===== src/rtl/fdiv_fps_seq.sv =====
// Multi-cycle binary32 divider (F.DIV.S) with restoring significand division.
// Handshake: start_i accepted in IDLE or DONE, done_o pulses with the result.
module fdiv_fps_seq #(
    parameter logic [31:0] CANON_NAN = 32'h7fc00000,
    parameter int          QBITS     = 26
) (
    input  logic        clk_i,
    input  logic        rst_i,
    input  logic        start_i,
    input  logic [31:0] rs1_i,
    input  logic [31:0] rs2_i,
    input  logic [2:0]  frm_i,
    output logic [31:0] c_o,
    output logic [4:0]  fflags_o,
    output logic        busy_o,
    output logic        done_o
);
    localparam logic [2:0] S_IDLE  = 3'd0;
    localparam logic [2:0] S_CHECK = 3'd1;
    localparam logic [2:0] S_NORM  = 3'd2;
    localparam logic [2:0] S_DIV   = 3'd3;
    localparam logic [2:0] S_ROUND = 3'd4;
    localparam logic [2:0] S_DONE  = 3'd5;

    logic [2:0]        state_q, state_d;
    logic [31:0]       a_q, a_d, b_q, b_d;
    logic [2:0]        frm_q, frm_d;
    logic [24:0]       sig_a_q, sig_a_d;
    logic [23:0]       sig_b_q, sig_b_d;
    logic signed [9:0] exp_a_q, exp_a_d, exp_b_q, exp_b_d;
    logic [25:0]       quo_q, quo_d;
    logic [4:0]        cnt_q, cnt_d;
    logic              spec_q, spec_d;
    logic [31:0]       spec_res_q, spec_res_d;
    logic [4:0]        spec_flg_q, spec_flg_d;
    logic [31:0]       c_q, c_d;
    logic [4:0]        fflags_q, fflags_d;

    logic [7:0]  a_exp, b_exp;
    logic [22:0] a_frac, b_frac;
    logic a_nan, b_nan, a_snan, b_snan, a_inf, b_inf, a_zero, b_zero, sign;

    assign a_exp  = a_q[30:23];
    assign b_exp  = b_q[30:23];
    assign a_frac = a_q[22:0];
    assign b_frac = b_q[22:0];
    assign a_nan  = (&a_exp) && (|a_frac);
    assign b_nan  = (&b_exp) && (|b_frac);
    assign a_snan = a_nan && !a_frac[22];
    assign b_snan = b_nan && !b_frac[22];
    assign a_inf  = (&a_exp) && !(|a_frac);
    assign b_inf  = (&b_exp) && !(|b_frac);
    assign a_zero = (a_q[30:0] == 31'd0);
    assign b_zero = (b_q[30:0] == 31'd0);
    assign sign   = a_q[31] ^ b_q[31];

    // One normalisation step; on the final step also align sigA >= sigB.
    logic [24:0]       na;
    logic [23:0]       nb;
    logic signed [9:0] ea, eb;
    logic              norm_done;
    always_comb begin
        na = sig_a_q[23] ? sig_a_q : {sig_a_q[23:0], 1'b0};
        ea = sig_a_q[23] ? exp_a_q : exp_a_q - 10'sd1;
        nb = sig_b_q[23] ? sig_b_q : {sig_b_q[22:0], 1'b0};
        eb = sig_b_q[23] ? exp_b_q : exp_b_q - 10'sd1;
        norm_done = na[23] && nb[23];
        if (norm_done && (na < {1'b0, nb})) begin
            na = {na[23:0], 1'b0};
            ea = ea - 10'sd1;
        end
    end

    logic [25:0] diff;
    logic        qbit;
    logic [24:0] rem;
    always_comb begin
        diff = {1'b0, sig_a_q} - {2'b00, sig_b_q};
        qbit = !diff[25];
        rem  = qbit ? diff[24:0] : sig_a_q;
    end

    logic        e_le0, lsb, g, r, st, inc, ovf, inf_sel;
    logic [9:0]  sh_raw, ebase;
    logic [4:0]  sh;
    logic [51:0] wide;
    logic [25:0] q_s;
    logic [32:0] sum;
    logic [31:0] rnd_res;
    logic [4:0]  rnd_flg;
    always_comb begin
        e_le0  = (exp_a_q <= 10'sd0);
        sh_raw = 10'd1 - exp_a_q;
        sh     = 5'd0;
        if (e_le0)
            sh = (sh_raw > 10'd26) ? 5'd26 : sh_raw[4:0];
        wide  = {quo_q, 26'd0} >> sh;
        q_s   = wide[51:26];
        st    = (|sig_a_q) || (|wide[25:0]);
        lsb   = q_s[2];
        g     = q_s[1];
        r     = q_s[0];
        ebase = e_le0 ? 10'd0 : exp_a_q;
        unique case (frm_q)
            3'd0:    inc = g && (r || st || lsb);
            3'd2:    inc = sign && (g || r || st);
            3'd3:    inc = !sign && (g || r || st);
            3'd4:    inc = g;
            default: inc = 1'b0;
        endcase
        sum     = {ebase, q_s[24:2]} + {32'd0, inc};
        ovf     = (sum[32:23] >= 10'd255);
        inf_sel = (frm_q == 3'd0) || (frm_q == 3'd4)
               || (frm_q == 3'd3 && !sign) || (frm_q == 3'd2 && sign);
        rnd_res = {sign, sum[30:0]};
        if (ovf)
            rnd_res = inf_sel ? {sign, 8'hff, 23'd0} : {sign, 31'h7f7fffff};
        rnd_flg = {2'b00, ovf,
                   (sum[32:23] == 10'd0) && (g || r || st),
                   g || r || st || ovf};
    end

    always_comb begin
        state_d    = state_q;
        a_d        = a_q;
        b_d        = b_q;
        frm_d      = frm_q;
        sig_a_d    = sig_a_q;
        sig_b_d    = sig_b_q;
        exp_a_d    = exp_a_q;
        exp_b_d    = exp_b_q;
        quo_d      = quo_q;
        cnt_d      = cnt_q;
        spec_d     = spec_q;
        spec_res_d = spec_res_q;
        spec_flg_d = spec_flg_q;
        c_d        = c_q;
        fflags_d   = fflags_q;
        unique case (state_q)
            S_IDLE, S_DONE: begin
                state_d = S_IDLE;
                if (start_i) begin
                    a_d     = rs1_i;
                    b_d     = rs2_i;
                    frm_d   = frm_i;
                    state_d = S_CHECK;
                end
            end
            S_CHECK: begin
                spec_d     = 1'b1;
                spec_flg_d = 5'd0;
                spec_res_d = CANON_NAN;
                if (frm_q > 3'd4) begin
                    spec_flg_d = 5'b10000;
                end else if (a_nan || b_nan) begin
                    spec_flg_d = {a_snan || b_snan, 4'd0};
                end else if ((a_inf && b_inf) || (a_zero && b_zero)) begin
                    spec_flg_d = 5'b10000;
                end else if (a_inf) begin
                    spec_res_d = {sign, 8'hff, 23'd0};
                end else if (b_zero) begin
                    spec_res_d = {sign, 8'hff, 23'd0};
                    spec_flg_d = 5'b01000;
                end else if (a_zero || b_inf) begin
                    spec_res_d = {sign, 31'd0};
                end else begin
                    spec_d  = 1'b0;
                    sig_a_d = {1'b0, |a_exp, a_frac};
                    sig_b_d = {|b_exp, b_frac};
                    exp_a_d = (a_exp == 8'd0) ? 10'sd1 : $signed({2'b00, a_exp});
                    exp_b_d = (b_exp == 8'd0) ? 10'sd1 : $signed({2'b00, b_exp});
                end
                state_d = spec_d ? S_ROUND : S_NORM;
            end
            S_NORM: begin
                sig_a_d = na;
                sig_b_d = nb;
                exp_a_d = ea;
                exp_b_d = eb;
                if (norm_done) begin
                    exp_a_d = ea - eb + 10'sd127;
                    quo_d   = 26'd0;
                    cnt_d   = 5'd0;
                    state_d = S_DIV;
                end
            end
            S_DIV: begin
                sig_a_d = {rem[23:0], 1'b0};
                quo_d   = {quo_q[24:0], qbit};
                cnt_d   = cnt_q + 5'd1;
                if (cnt_q == 5'(QBITS - 1))
                    state_d = S_ROUND;
            end
            S_ROUND: begin
                c_d      = spec_q ? spec_res_q : rnd_res;
                fflags_d = spec_q ? spec_flg_q : rnd_flg;
                state_d  = S_DONE;
            end
            default: state_d = S_IDLE;
        endcase
    end

    always_ff @(posedge clk_i) begin
        if (rst_i) begin
            state_q    <= S_IDLE;
            a_q        <= '0;
            b_q        <= '0;
            frm_q      <= '0;
            sig_a_q    <= '0;
            sig_b_q    <= '0;
            exp_a_q    <= '0;
            exp_b_q    <= '0;
            quo_q      <= '0;
            cnt_q      <= '0;
            spec_q     <= 1'b0;
            spec_res_q <= '0;
            spec_flg_q <= '0;
            c_q        <= '0;
            fflags_q   <= '0;
        end else begin
            state_q    <= state_d;
            a_q        <= a_d;
            b_q        <= b_d;
            frm_q      <= frm_d;
            sig_a_q    <= sig_a_d;
            sig_b_q    <= sig_b_d;
            exp_a_q    <= exp_a_d;
            exp_b_q    <= exp_b_d;
            quo_q      <= quo_d;
            cnt_q      <= cnt_d;
            spec_q     <= spec_d;
            spec_res_q <= spec_res_d;
            spec_flg_q <= spec_flg_d;
            c_q        <= c_d;
            fflags_q   <= fflags_d;
        end
    end

    assign c_o      = c_q;
    assign fflags_o = fflags_q;
    assign done_o   = (state_q == S_DONE);
    assign busy_o   = (state_q != S_IDLE) && (state_q != S_DONE);
endmodule


===== config.mk =====
export PLATFORM = sky130hd
export DESIGN_NAME = fdiv_fps_seq
export DESIGN_NICKNAME = d
export VERILOG_FILES = /design/src/rtl/fdiv_fps_seq.sv
export SDC_FILE = /design/constraint.sdc
export NUM_CORES = 1
export LEC_CHECK = 0
export CAP_MARGIN = 20
export CORE_ASPECT_RATIO = 0.7
export CORE_MARGIN = 2
export CORE_UTILIZATION = 60
export DETAILED_ROUTE_END_ITERATION = 16
export GPL_TIMING_DRIVEN = 0
export PLACE_DENSITY = 0.81
export SLEW_MARGIN = 20
export SYNTH_ARGS = -nofsm -noshare
export SYNTH_HDL_FRONTEND = slang
export SYNTH_SLANG_ARGS = --single-unit
export TNS_END_PERCENT = 1

===== constraint.sdc =====
create_clock -name clk_i -period 16.6 [get_ports clk_i]
set_input_delay 3.32 -clock clk_i [delete_from_list [all_inputs] [get_ports clk_i]]
set_output_delay 3.32 -clock clk_i [all_outputs]
set_load 0.01 [all_outputs]

==> results.sh <==
export IMPL_async_reset_ff_frac=0
export IMPL_synth_top_family_by_area="simple AND/OR/NAND/NOR gates"
export IMPL_yosysSeqAreaShare=0.2773
export IMPL_syn_inst=2035
export IMPL_cp_max_fo=10
export IMPL_dieArea_mm2=0.02694
export IMPL_routed_wl_mm=57.46
export IMPL_dp_hpwl_mm=44.77
export IMPL_p_leak_nw=6.363
export IMPL_grt_max_degree=15
export IMPL_wire_per_inst_um=22.96
export IMPL_drive_above_1_share=0.05051
export IMPL_slew_headroom=0.2403
export IMPL_grt_antenna_before_repair=1
export IMPL_synth_seq_cells=213
export IMPL_synth_area_per_cell_um2=7.555
export IMPL_tns_ns=0
export IMPL_end_kind="flop"
export IMPL_cp_slowest_stage_delay_ns=0.67
export IMPL_drt_pre_antenna_iters=8
export IMPL_p_per_area_mw_per_mm2=193.7
export IMPL_grt_pass1_wl_mm=87.35
export IMPL_gr_total_overflow=0
export IMPL_maxCapViolCount=0
export IMPL_cp_required_ns=16.97
export IMPL_cts_setup_buffers=0
export IMPL_arrival_ns=9.98
export IMPL_viasPerCell=6.753
export IMPL_drc=0
export IMPL_grt_setup_unrepaired="false"
export IMPL_vias=16900
export IMPL_grt_pass1_vias=15070
export IMPL_min_path_cells=2
export IMPL_final_cells=2503
export IMPL_drv_slew=0
export IMPL_ios=109
export IMPL_syn_to_final_growth_pct=14.28
export IMPL_grt_usage=0.4213
export IMPL_ff2ff_path_depth=34
export IMPL_critPathKind="reg2reg"
export IMPL_netlist_area_mm2=0.01537
export IMPL_setup_violations=0
export IMPL_final_cell_mix="302 x nand2_1, 213 x dfxtp_1, 194 x nor2_1, 156 x a21oi_1, 113 x clkbuf_1"
export IMPL_finalHoldViolCount=0
export IMPL_rows=48
export IMPL_drt_iter0_markers=2737
export IMPL_portBuffers=108
export IMPL_synth_simple_area_share=0.2448
export IMPL_tightest_slew_ns=1.128
export IMPL_path_clk_slew_ns=0.07
export IMPL_fmax_ghz=0.1040
export IMPL_diodes=0
export IMPL_outcome="complete, no violations"
export IMPL_synth_nets=2184
export IMPL_dp_cells=2468
export IMPL_cts_max_path_buffers=3
export IMPL_mostFrequentLayoutCell="nand2_1"
export IMPL_start_kind="flop"
export IMPL_die_h_um=137.9
export IMPL_coreArea_mm2=0.02492
export IMPL_drtAntennaViolNets=0
export IMPL_synth_xor_area_frac=0.04435
export IMPL_clock_sinks=213
export IMPL_clk_latency_ns=0.54
export IMPL_clockRootBuffer="clkbuf_16"
export IMPL_fin_skew_ns=0.02865
export IMPL_hold_buffers=0
export IMPL_ys_flop_type="dfxtp_1"
export IMPL_synth_adder_area_share=0.06657
export IMPL_hold_path_class="reg2reg"
export IMPL_min_period_ns=9.611
export IMPL_final_fill_count=2047
export IMPL_ys_warn_count=0
export IMPL_cpMaxStageDelayCell="nor4b_2"
export IMPL_synth_cell_type_count=96
export IMPL_cts_made_buffers=22
export IMPL_start_util=0.6169
export IMPL_synth_edff_count=0
export IMPL_synth_area_mux_share=0.06877
export IMPL_min_period_over_period=0.5790
export IMPL_cts_repair_resized=0
export IMPL_cts_tree="built"
export IMPL_globalplace_congestion=1.030
export IMPL_ir_drop_mv=0.1194
export IMPL_die_x_um=195.3
export IMPL_fin_nets=2316
export IMPL_htreeDepth=1
export IMPL_synth_compound_area_frac=0.2432
[metal layers]
| metal | GRT usage | share of wire | up-vias | routed length (µm) |
|---|---|---|---|---|
| met5 | 0 | 0.00077 | - | 44 |
| met4 | 0.05683 | 0.015 | 4 | 841 |
| met2 | 0.5450 | 0.36 | 1222 | 20580 |
| li1 | - | - | 7668 | - |
| met3 | 0.2072 | 0.18 | 119 | 10330 |
| met1 | 0.6249 | 0.45 | 7891 | 25670 |
[cell families (layout without fill, tap and decap cells)]
| logic type | Yosys count | count (layout) |
|---|---|---|
| flip-flops | 213 | 213 |
| XOR/XNOR | 77 | 77 |
| multiplexers | 104 | 104 |
| adder cells (fa/ha/maj) | 81 | 81 |
| buffers and inverters | 209 | 352 |
| AO/OA/AOI/OAI | 548 | 548 |
| AND/OR/NAND/NOR | 803 | 803 |
[flip-flops by register name (all words and copies together) (netlist names)]
register    flops
spec_q          1
state_q         3
fflags_o        5
frm_q           3
spec_flg_q      2
sig_b_q        24
spec_res_q      3
exp_b_q        10
sig_a_q        25
quo_q          26
exp_a_q        10
cnt_q           5
b_q            32
c_o            32
a_q            32
[report_power, final]
part,internal [mW],total [mW],switching (mW)
clock network,0.285,0.506,0.220
registers,0.575,0.659,0.0842
logic,0.819,2.24,1.42
[area by class of cell]
class                      count  area [µm²]  share of cell area
multi-input combinational   1613       10270              0.5843
sequential                   213        4264              0.2427
timing repair buffer         108        1081             0.06153
clock buffer                  28       634.4             0.03610
buffer                       134       563.0             0.03204
tap                          325       406.6             0.02314
inverter                      75       281.5             0.01602
clock inverter                 7       72.57            0.004130
[critical path, delay by kind of cell (launching register included)]
family | cells | cell delay (ns)
adder cells (fa/ha/maj) | 2 | 0.82
XOR/XNOR | 1 | 0.16
buffers and inverters | 6 | 1.53
AO/OA/AOI/OAI | 11 | 3.07
flip-flops | 1 | 0.41
AND/OR/NAND/NOR | 14 | 3.44
[cells in the mapped netlist, drive strengths merged (5+ instances only)]
cell type,instances,area share
a31oi,22,0.0094
clkbuf,112,0.027
nor3,48,0.017
nand3,71,0.023
or2,7,0.0028
a31o,5,0.0028
inv,72,0.018
nand4,18,0.0073
a21oi,157,0.051
o22ai,27,0.011
xor2,24,0.014
o21ai,96,0.036
o21bai,9,0.0044
o2111ai,5,0.0040
nor4,37,0.017
o31ai,5,0.0024
nand2b,11,0.0045
nor3b,9,0.0044
a221oi,10,0.0057
mux2i,94,0.061
a2111oi,15,0.010
ha,77,0.063
mux2,10,0.0076
or3,10,0.0041
a21o,16,0.0078
a311oi,8,0.0050
a22oi,35,0.017
nor2b,20,0.0081
o31a,6,0.0034
and2,10,0.0041
nand4b,5,0.0028
dfxtp,213,0.28
xnor2,53,0.031
nand3b,7,0.0034
and3,36,0.015
buf,22,0.0093
a211oi,44,0.022
or4,10,0.0051
nand2,303,0.074
o211ai,12,0.0059
o21a,10,0.0049
o221ai,28,0.016
nor2,196,0.049
[path summary, 6_finish.rpt]
path	from	endpoint	slack, ns
max reg2reg	exp_a_q[2]$_SDFFE_PP0P_	c_o[22]$_SDFFE_PP0P_	6.99
min	c_o[10]$_SDFFE_PP0P_	c_o[10]$_SDFFE_PP0P_	0.45
max	exp_a_q[2]$_SDFFE_PP0P_	c_o[22]$_SDFFE_PP0P_	6.99
min reg2reg	c_o[10]$_SDFFE_PP0P_	c_o[10]$_SDFFE_PP0P_	0.45
[through the flow]
step / hold slack (ns) / util / instance area [µm²] / power, mW / worst slack [ns]
floorplan: 0.4463 / - / 15370 / 2.194 / 9.523
global placement: 0.4362 / 0.6766 / 16860 / 2.722 / 7.535
detailed placement: 0.4410 / 0.6766 / 16860 / 2.769 / 7.517
CTS: 0.4521 / 0.7049 / 17570 / 3.277 / 7.489
global route: 0.4740 / 0.7050 / 17570 / 3.576 / 6.700
finish: 0.4497 / 0.7050 / 17570 / 3.403 / 6.989
No activity file was read; power rests on OpenSTA's default activity.
